===== src/rtl/mem_port_arbiter_if.sv =====
// ---------------------------------------------------------------------------
// mem_port_arbiter_if
//
// Bundles the two requester handshakes and the memory-side bus of the data
// memory arbiter.
//
// Signals:
//   req0/req1      access request from requester 0 (host loader) / 1 (CPU LSU)
//   we0/we1        1 = write, 0 = read, sampled with the request
//   addr0/addr1    word address
//   wdata0/wdata1  write data
//   gnt0/gnt1      one-cycle pulse, request accepted
//   done0/done1    one-cycle pulse, access complete
//   rdata          read data of the last completed read (shared)
//   mem_a/mem_d/mem_we  memory write port
//   mem_dpra       memory asynchronous read address
//   mem_dpo        memory asynchronous read data
//
// Modports:
//   slave   arbiter side
//   master  requester side
//   mem     memory side
// ---------------------------------------------------------------------------
interface mem_port_arbiter_if #(
    parameter int ADDR_W = 10,
    parameter int DATA_W = 32
);
    logic              req0;
    logic              req1;
    logic              we0;
    logic              we1;
    logic [ADDR_W-1:0] addr0;
    logic [ADDR_W-1:0] addr1;
    logic [DATA_W-1:0] wdata0;
    logic [DATA_W-1:0] wdata1;
    logic              gnt0;
    logic              gnt1;
    logic              done0;
    logic              done1;
    logic [DATA_W-1:0] rdata;
    logic [ADDR_W-1:0] mem_a;
    logic [DATA_W-1:0] mem_d;
    logic              mem_we;
    logic [ADDR_W-1:0] mem_dpra;
    logic [DATA_W-1:0] mem_dpo;

    modport slave (
        input  req0, req1, we0, we1, addr0, addr1, wdata0, wdata1, mem_dpo,
        output gnt0, gnt1, done0, done1, rdata,
        output mem_a, mem_d, mem_we, mem_dpra
    );

    modport master (
        output req0, req1, we0, we1, addr0, addr1, wdata0, wdata1,
        input  gnt0, gnt1, done0, done1, rdata
    );

    modport mem (
        input  mem_a, mem_d, mem_we, mem_dpra,
        output mem_dpo
    );
endinterface


===== src/rtl/mem_port_arbiter.sv =====
// ---------------------------------------------------------------------------
// mem_port_arbiter
//
// Two-requester arbiter/sequencer for the 2^ADDR_W x DATA_W dual-port
// distributed data memory (write port a/d/we, async read port dpra/dpo).
// Each accepted access is latched, executed in one memory cycle and then
// acknowledged with a done pulse; read data is returned registered.
//
// Sequence per access: IDLE (sample/arbitrate) -> ACCESS (gnt, memory
// cycle) -> DONE (done pulse) -> IDLE. One access every 3 cycles.
//
// Ports:
//   clk    rising-edge clock
//   rst_n  asynchronous active-low reset
//   bus    mem_port_arbiter_if.slave: requester handshakes, rdata and the
//          memory-side address/data/enable signals
//
// Configuration:
//   MEM_ARB_RR_EN defined     round-robin on ties (other than last owner wins)
//   MEM_ARB_RR_EN undefined   fixed priority, requester 0 wins every tie
// ---------------------------------------------------------------------------
module mem_port_arbiter #(
    parameter int ADDR_W = 10,
    parameter int DATA_W = 32
) (
    input  logic                clk,
    input  logic                rst_n,
    mem_port_arbiter_if.slave   bus
);

    typedef enum logic [1:0] {
        IDLE   = 2'd0,
        ACCESS = 2'd1,
        DONE   = 2'd2
    } state_t;

    state_t            state;
    logic              owner;
    logic              lat_we;
    logic [ADDR_W-1:0] lat_addr;
    logic [DATA_W-1:0] lat_wdata;
    logic [DATA_W-1:0] rdata_q;
    logic              gnt0_q;
    logic              gnt1_q;
    logic              done0_q;
    logic              done1_q;
    logic              win1;

`ifdef MEM_ARB_RR_EN
    logic              last_owner;

    // On a tie the requester that did not win last time takes the port.
    assign win1 = bus.req1 & (~bus.req0 | ~last_owner);
`else
    assign win1 = bus.req1 & ~bus.req0;
`endif

    always_ff @(posedge clk or negedge rst_n) begin
        if (!rst_n) begin
            state     <= IDLE;
            owner     <= 1'b0;
            lat_we    <= 1'b0;
            lat_addr  <= '0;
            lat_wdata <= '0;
            rdata_q   <= '0;
            gnt0_q    <= 1'b0;
            gnt1_q    <= 1'b0;
            done0_q   <= 1'b0;
            done1_q   <= 1'b0;
`ifdef MEM_ARB_RR_EN
            last_owner <= 1'b1;
`endif
        end else begin
            case (state)
                IDLE: begin
                    done0_q <= 1'b0;
                    done1_q <= 1'b0;
                    if (bus.req0 | bus.req1) begin
                        owner     <= win1;
                        lat_we    <= win1 ? bus.we1    : bus.we0;
                        lat_addr  <= win1 ? bus.addr1  : bus.addr0;
                        lat_wdata <= win1 ? bus.wdata1 : bus.wdata0;
                        gnt0_q    <= ~win1;
                        gnt1_q    <= win1;
`ifdef MEM_ARB_RR_EN
                        last_owner <= win1;
`endif
                        state     <= ACCESS;
                    end
                end
                ACCESS: begin
                    // The memory commits a write on this same edge; a read
                    // captures the asynchronous read port.
                    gnt0_q  <= 1'b0;
                    gnt1_q  <= 1'b0;
                    done0_q <= ~owner;
                    done1_q <= owner;
                    if (!lat_we) begin
                        rdata_q <= bus.mem_dpo;
                    end
                    state   <= DONE;
                end
                DONE: begin
                    done0_q <= 1'b0;
                    done1_q <= 1'b0;
                    state   <= IDLE;
                end
                default: begin
                    gnt0_q  <= 1'b0;
                    gnt1_q  <= 1'b0;
                    done0_q <= 1'b0;
                    done1_q <= 1'b0;
                    state   <= IDLE;
                end
            endcase
        end
    end

    assign bus.gnt0     = gnt0_q;
    assign bus.gnt1     = gnt1_q;
    assign bus.done0    = done0_q;
    assign bus.done1    = done1_q;
    assign bus.rdata    = rdata_q;
    assign bus.mem_a    = lat_addr;
    assign bus.mem_dpra = lat_addr;
    assign bus.mem_d    = lat_wdata;
    // Decoded from the registered state so an asynchronous reset in ACCESS
    // removes the write enable before the next edge.
    assign bus.mem_we   = (state == ACCESS) & lat_we;

endmodule

===== src/flat_wrapper.sv =====
// flat-port wrapper written by rule: the top's interface ports become plain ports
module mem_port_arbiter_flat 
#(
    parameter int ADDR_W = 10,
    parameter int DATA_W = 32
)
  (clk, rst_n, bus_req0, bus_req1, bus_we0, bus_we1, bus_addr0, bus_addr1, bus_wdata0, bus_wdata1, bus_mem_dpo, bus_gnt0, bus_gnt1, bus_done0, bus_done1, bus_rdata, bus_mem_a, bus_mem_d, bus_mem_we, bus_mem_dpra);
  mem_port_arbiter_if #(.ADDR_W(ADDR_W), .DATA_W(DATA_W)) bus_i ();
  input  logic clk;
  input  logic rst_n;
  input wire logic [$bits(bus_i.req0)-1:0] bus_req0;
  input wire logic [$bits(bus_i.req1)-1:0] bus_req1;
  input wire logic [$bits(bus_i.we0)-1:0] bus_we0;
  input wire logic [$bits(bus_i.we1)-1:0] bus_we1;
  input wire logic [$bits(bus_i.addr0)-1:0] bus_addr0;
  input wire logic [$bits(bus_i.addr1)-1:0] bus_addr1;
  input wire logic [$bits(bus_i.wdata0)-1:0] bus_wdata0;
  input wire logic [$bits(bus_i.wdata1)-1:0] bus_wdata1;
  input wire logic [$bits(bus_i.mem_dpo)-1:0] bus_mem_dpo;
  output wire logic [$bits(bus_i.gnt0)-1:0] bus_gnt0;
  output wire logic [$bits(bus_i.gnt1)-1:0] bus_gnt1;
  output wire logic [$bits(bus_i.done0)-1:0] bus_done0;
  output wire logic [$bits(bus_i.done1)-1:0] bus_done1;
  output wire logic [$bits(bus_i.rdata)-1:0] bus_rdata;
  output wire logic [$bits(bus_i.mem_a)-1:0] bus_mem_a;
  output wire logic [$bits(bus_i.mem_d)-1:0] bus_mem_d;
  output wire logic [$bits(bus_i.mem_we)-1:0] bus_mem_we;
  output wire logic [$bits(bus_i.mem_dpra)-1:0] bus_mem_dpra;
  assign bus_i.req0 = bus_req0;
  assign bus_i.req1 = bus_req1;
  assign bus_i.we0 = bus_we0;
  assign bus_i.we1 = bus_we1;
  assign bus_i.addr0 = bus_addr0;
  assign bus_i.addr1 = bus_addr1;
  assign bus_i.wdata0 = bus_wdata0;
  assign bus_i.wdata1 = bus_wdata1;
  assign bus_i.mem_dpo = bus_mem_dpo;
  assign bus_gnt0 = bus_i.gnt0;
  assign bus_gnt1 = bus_i.gnt1;
  assign bus_done0 = bus_i.done0;
  assign bus_done1 = bus_i.done1;
  assign bus_rdata = bus_i.rdata;
  assign bus_mem_a = bus_i.mem_a;
  assign bus_mem_d = bus_i.mem_d;
  assign bus_mem_we = bus_i.mem_we;
  assign bus_mem_dpra = bus_i.mem_dpra;
  mem_port_arbiter #(.ADDR_W(ADDR_W), .DATA_W(DATA_W)) u_core (.clk(clk), .rst_n(rst_n), .bus(bus_i));
endmodule

===== config.mk =====
export PLATFORM = sky130hd
export DESIGN_NAME = mem_port_arbiter_flat
export DESIGN_NICKNAME = d
export VERILOG_FILES = /design/src/rtl/mem_port_arbiter_if.sv /design/src/rtl/mem_port_arbiter.sv /design/src/flat_wrapper.sv
export SDC_FILE = /design/constraint.sdc
export NUM_CORES = 1
export LEC_CHECK = 0
export CAP_MARGIN = 20
export CORE_MARGIN = 2
export CORE_UTILIZATION = 30
export CTS_BUF_LIST = sky130_fd_sc_hd__clkbuf_8 sky130_fd_sc_hd__clkbuf_16
export DETAILED_ROUTE_END_ITERATION = 12
export HOLD_SLACK_MARGIN = 0.08
export PLACE_DENSITY = 0.67
export SKIP_CTS_REPAIR_TIMING = 1
export SLEW_MARGIN = 25
export SYNTH_ARGS = -nofsm -noshare
export SYNTH_HDL_FRONTEND = slang
export SYNTH_SLANG_ARGS = --single-unit

===== constraint.sdc =====
create_clock -name clk -period 1.4 [get_ports clk]
set_input_delay 0.14 -clock clk [delete_from_list [all_inputs] [get_ports clk]]
set_output_delay 0.14 -clock clk [all_outputs]
set_load 0.01 [all_outputs]

==> run metrics <==
status complete, but fails checks; violated checks negative setup slack; fmax 0.6978 GHz; PwrDens 2020 nW/um2; hold depth 3; gpl congestion 0.6718; worst skew pair latency 330 ps; vias per inst 4.287; Slew headroom 0.7300; switching power 4.186 mW; Synth Cell Area 3999 um2; startpoint type of the worst setup path flop; Hold Vio Cnt, Final 0; antenna violations before repair 0; clk root buf clkbuf_16; total track usage 0.1307; Synth cell types 18; clk sinks 82; htree depth 3; Fin Setup TNS -516.7 ps; YS warnings 0; Max clock buf depth 2; grt ovf 0; cells on worst reg2reg path 4; post-synthesis cell count 240; RSZ-0062 raised after global routing true; Die Y 119.5 um; syn_nets 362; Clock transition at path regs 60 ps; max-slew violations 0; register area share after synthesis 0.5131; final setup skew 9.137 ps; FF-to-FF setup slack -30 ps; Die Area 14270 um2; initial drt markers 114; port bufs 210; share of cells above drive strength 1 0.3594; Max-Cap Viols 0; vias in the first global route 2881; WL per Instance 15.76 um; #FFs+latches synth 82; Worst Path Arrival 1640 ps; CTS buffer count 9; hold path startpoint bus_req0; worst hold endpoint u_core.owner$_DFFE_PN0P_; Slew @ Worst Pin 405.1 ps; Leak 3.701 nW; synthesized area per cell 16.66 um2; detailed placement HPWL 7.149 mm; drt pass-1 iters 4; CTS tree built; # DRC 0; Initial Util 0.3044; DRT antenna net count 0; pre-CTS setup slack -428.0 ps; Crit Path Class reg2reg; Power, Total 14.33 mW; clock share of power 0.179; combinational power share 0.520; Area growth syn-to-layout 77.38%; setup ws final -33.16 ps; # rows 42; Via Count 2782; first-pass GRT wire length 14.57 mm; Synth area leaders dfrtp_1, mux2_4, mux2_2; Core Region 13140 um2; launching point of the worst reg2reg path u_core.state[1]$_DFFE_PN0P_; CP required 1610 ps; worst flop-to-flop path endpoint u_core.bus.rdata[17]$_DFFE_PN0P_; share of the synthesized area in the top cell type 0.5131; Final min period 1433 ps; IO Count 211; nets 590; Die Span X 119.5 um; Reg power frac 0.302; min-delay worst type in2reg; Yosys top cell by area dfrtp_1; antenna diode count 0; Sw Share 0.2921; Max VDD drop 0.6926 mV; largest net degree at the start of global routing 51; Final setup viols 32; commonest non-fill, non-tap cells in the layout clkdlybuf4s50_1, mux2_4, dfrtp_1; most common cell after layout, fill and taps aside clkdlybuf4s50_1; worst-path fanout max 16; fin crit share 1.024; Setup crit end kind flop; Routed WL 10.23 mm; Internal Power 10.15 mW
-- cells by family after synthesis --
kind of cell / count (synthesis) / synth area share
buffers and inverters: 25 / 0.05820
and+or+nand+nor: 10 / 0.01377
DFF: 82 / 0.5131
AOI/OAI and AO/OA: 5 / 0.007510
muxes: 118 / 0.4074
-- how the worst max path moves through the flow --
stage	start	depth (start not counted)	end
after floorplan	u_core.state[0]$_DFFE_PN0P_	5	u_core.bus.mem_a[1]$_DFFE_PN0P_
after global placement	bus_req0	5	u_core.bus.mem_a[9]$_DFFE_PN0P_
after detailed placement	bus_req0	5	u_core.bus.mem_d[9]$_DFFE_PN0P_
after CTS	u_core.state[1]$_DFFE_PN0P_	4	bus_mem_we
after global routing	u_core.state[1]$_DFFE_PN0P_	4	u_core.bus.rdata[17]$_DFFE_PN0P_
final	u_core.state[1]$_DFFE_PN0P_	4	u_core.bus.rdata[17]$_DFFE_PN0P_
-- cells in the mapped netlist --
library cell   n
buf_4         10
nand2b_1       3
nor2b_1        1
mux2_2        36
mux2_1         2
mux2_4        80
and2_1         2
buf_8          4
o21a_1         1
inv_1          2
nor2_2         1
nor2_1         3
buf_6          3
dfrtp_1       82
buf_2          3
a21oi_1        3
a211oi_1       1
clkbuf_8       3
-- metrics by stage --
| stage | utilization | hold slack, ps | cells | area, um2 |
|---|---|---|---|---|
| floorplan | - | -155.6 | 240 | 4001 |
| global placement | 0.4790 | 149.1 | 622 | 6292 |
| detailed placement | 0.4790 | 144.8 | 622 | 6292 |
| CTS | 0.5040 | -217.2 | 638 | 6621 |
| global route | 0.5399 | 185.0 | 649 | 7093 |
| finish | 0.5399 | 175.5 | 649 | 7093 |
-- power groups by stage --
stage | combinational, mW | sequential (mW) | clock [mW]
final | 7.45 | 4.32 | 2.56
after global routing | 7.89 | 4.48 | 2.77
after CTS | 7.01 | 4.33 | 2.66
after detailed placement | 7.02 | 4.33 | 0
after global placement | 6.91 | 4.32 | 0
after floorplan | 3.10 | 4.81 | 0
-- flip-flops by register name (all words and copies together) (netlist names), 2 cells and up --
name and cells:
u_core.bus.mem_a 10, u_core.bus.mem_d 32, u_core.bus.rdata 32, u_core.state 2
-- critical path, stage by stage (launching register included) --
cell       delay, ps
dfrtp_1          420
nand2b_4         180
nor2_4           160
clkbuf_16        220
mux2_2           340
-- final cells by class --
class,instances,area [um2]
Sequential cell,82,2053
Multi-Input combinational cell,134,1827
Tap cell,176,220.2
Clock buffer,10,239.0
Timing Repair Buffer,239,2656
Clock inverter,6,90.09
Inverter,2,7.507
Fill cell,1099,6045
-- per-layer routing --
layer | vias to the layer above | global-route usage | share of wire
met3 | 8 | 0.05029 | 0.082
met1 | 1338 | 0.1599 | 0.43
met2 | 135 | 0.2100 | 0.48
met4 | 0 | 0.04632 | 0.011
met5 | - | 0 | 0
li1 | 1301 | - | -
(Power assumes the default switching activity.)
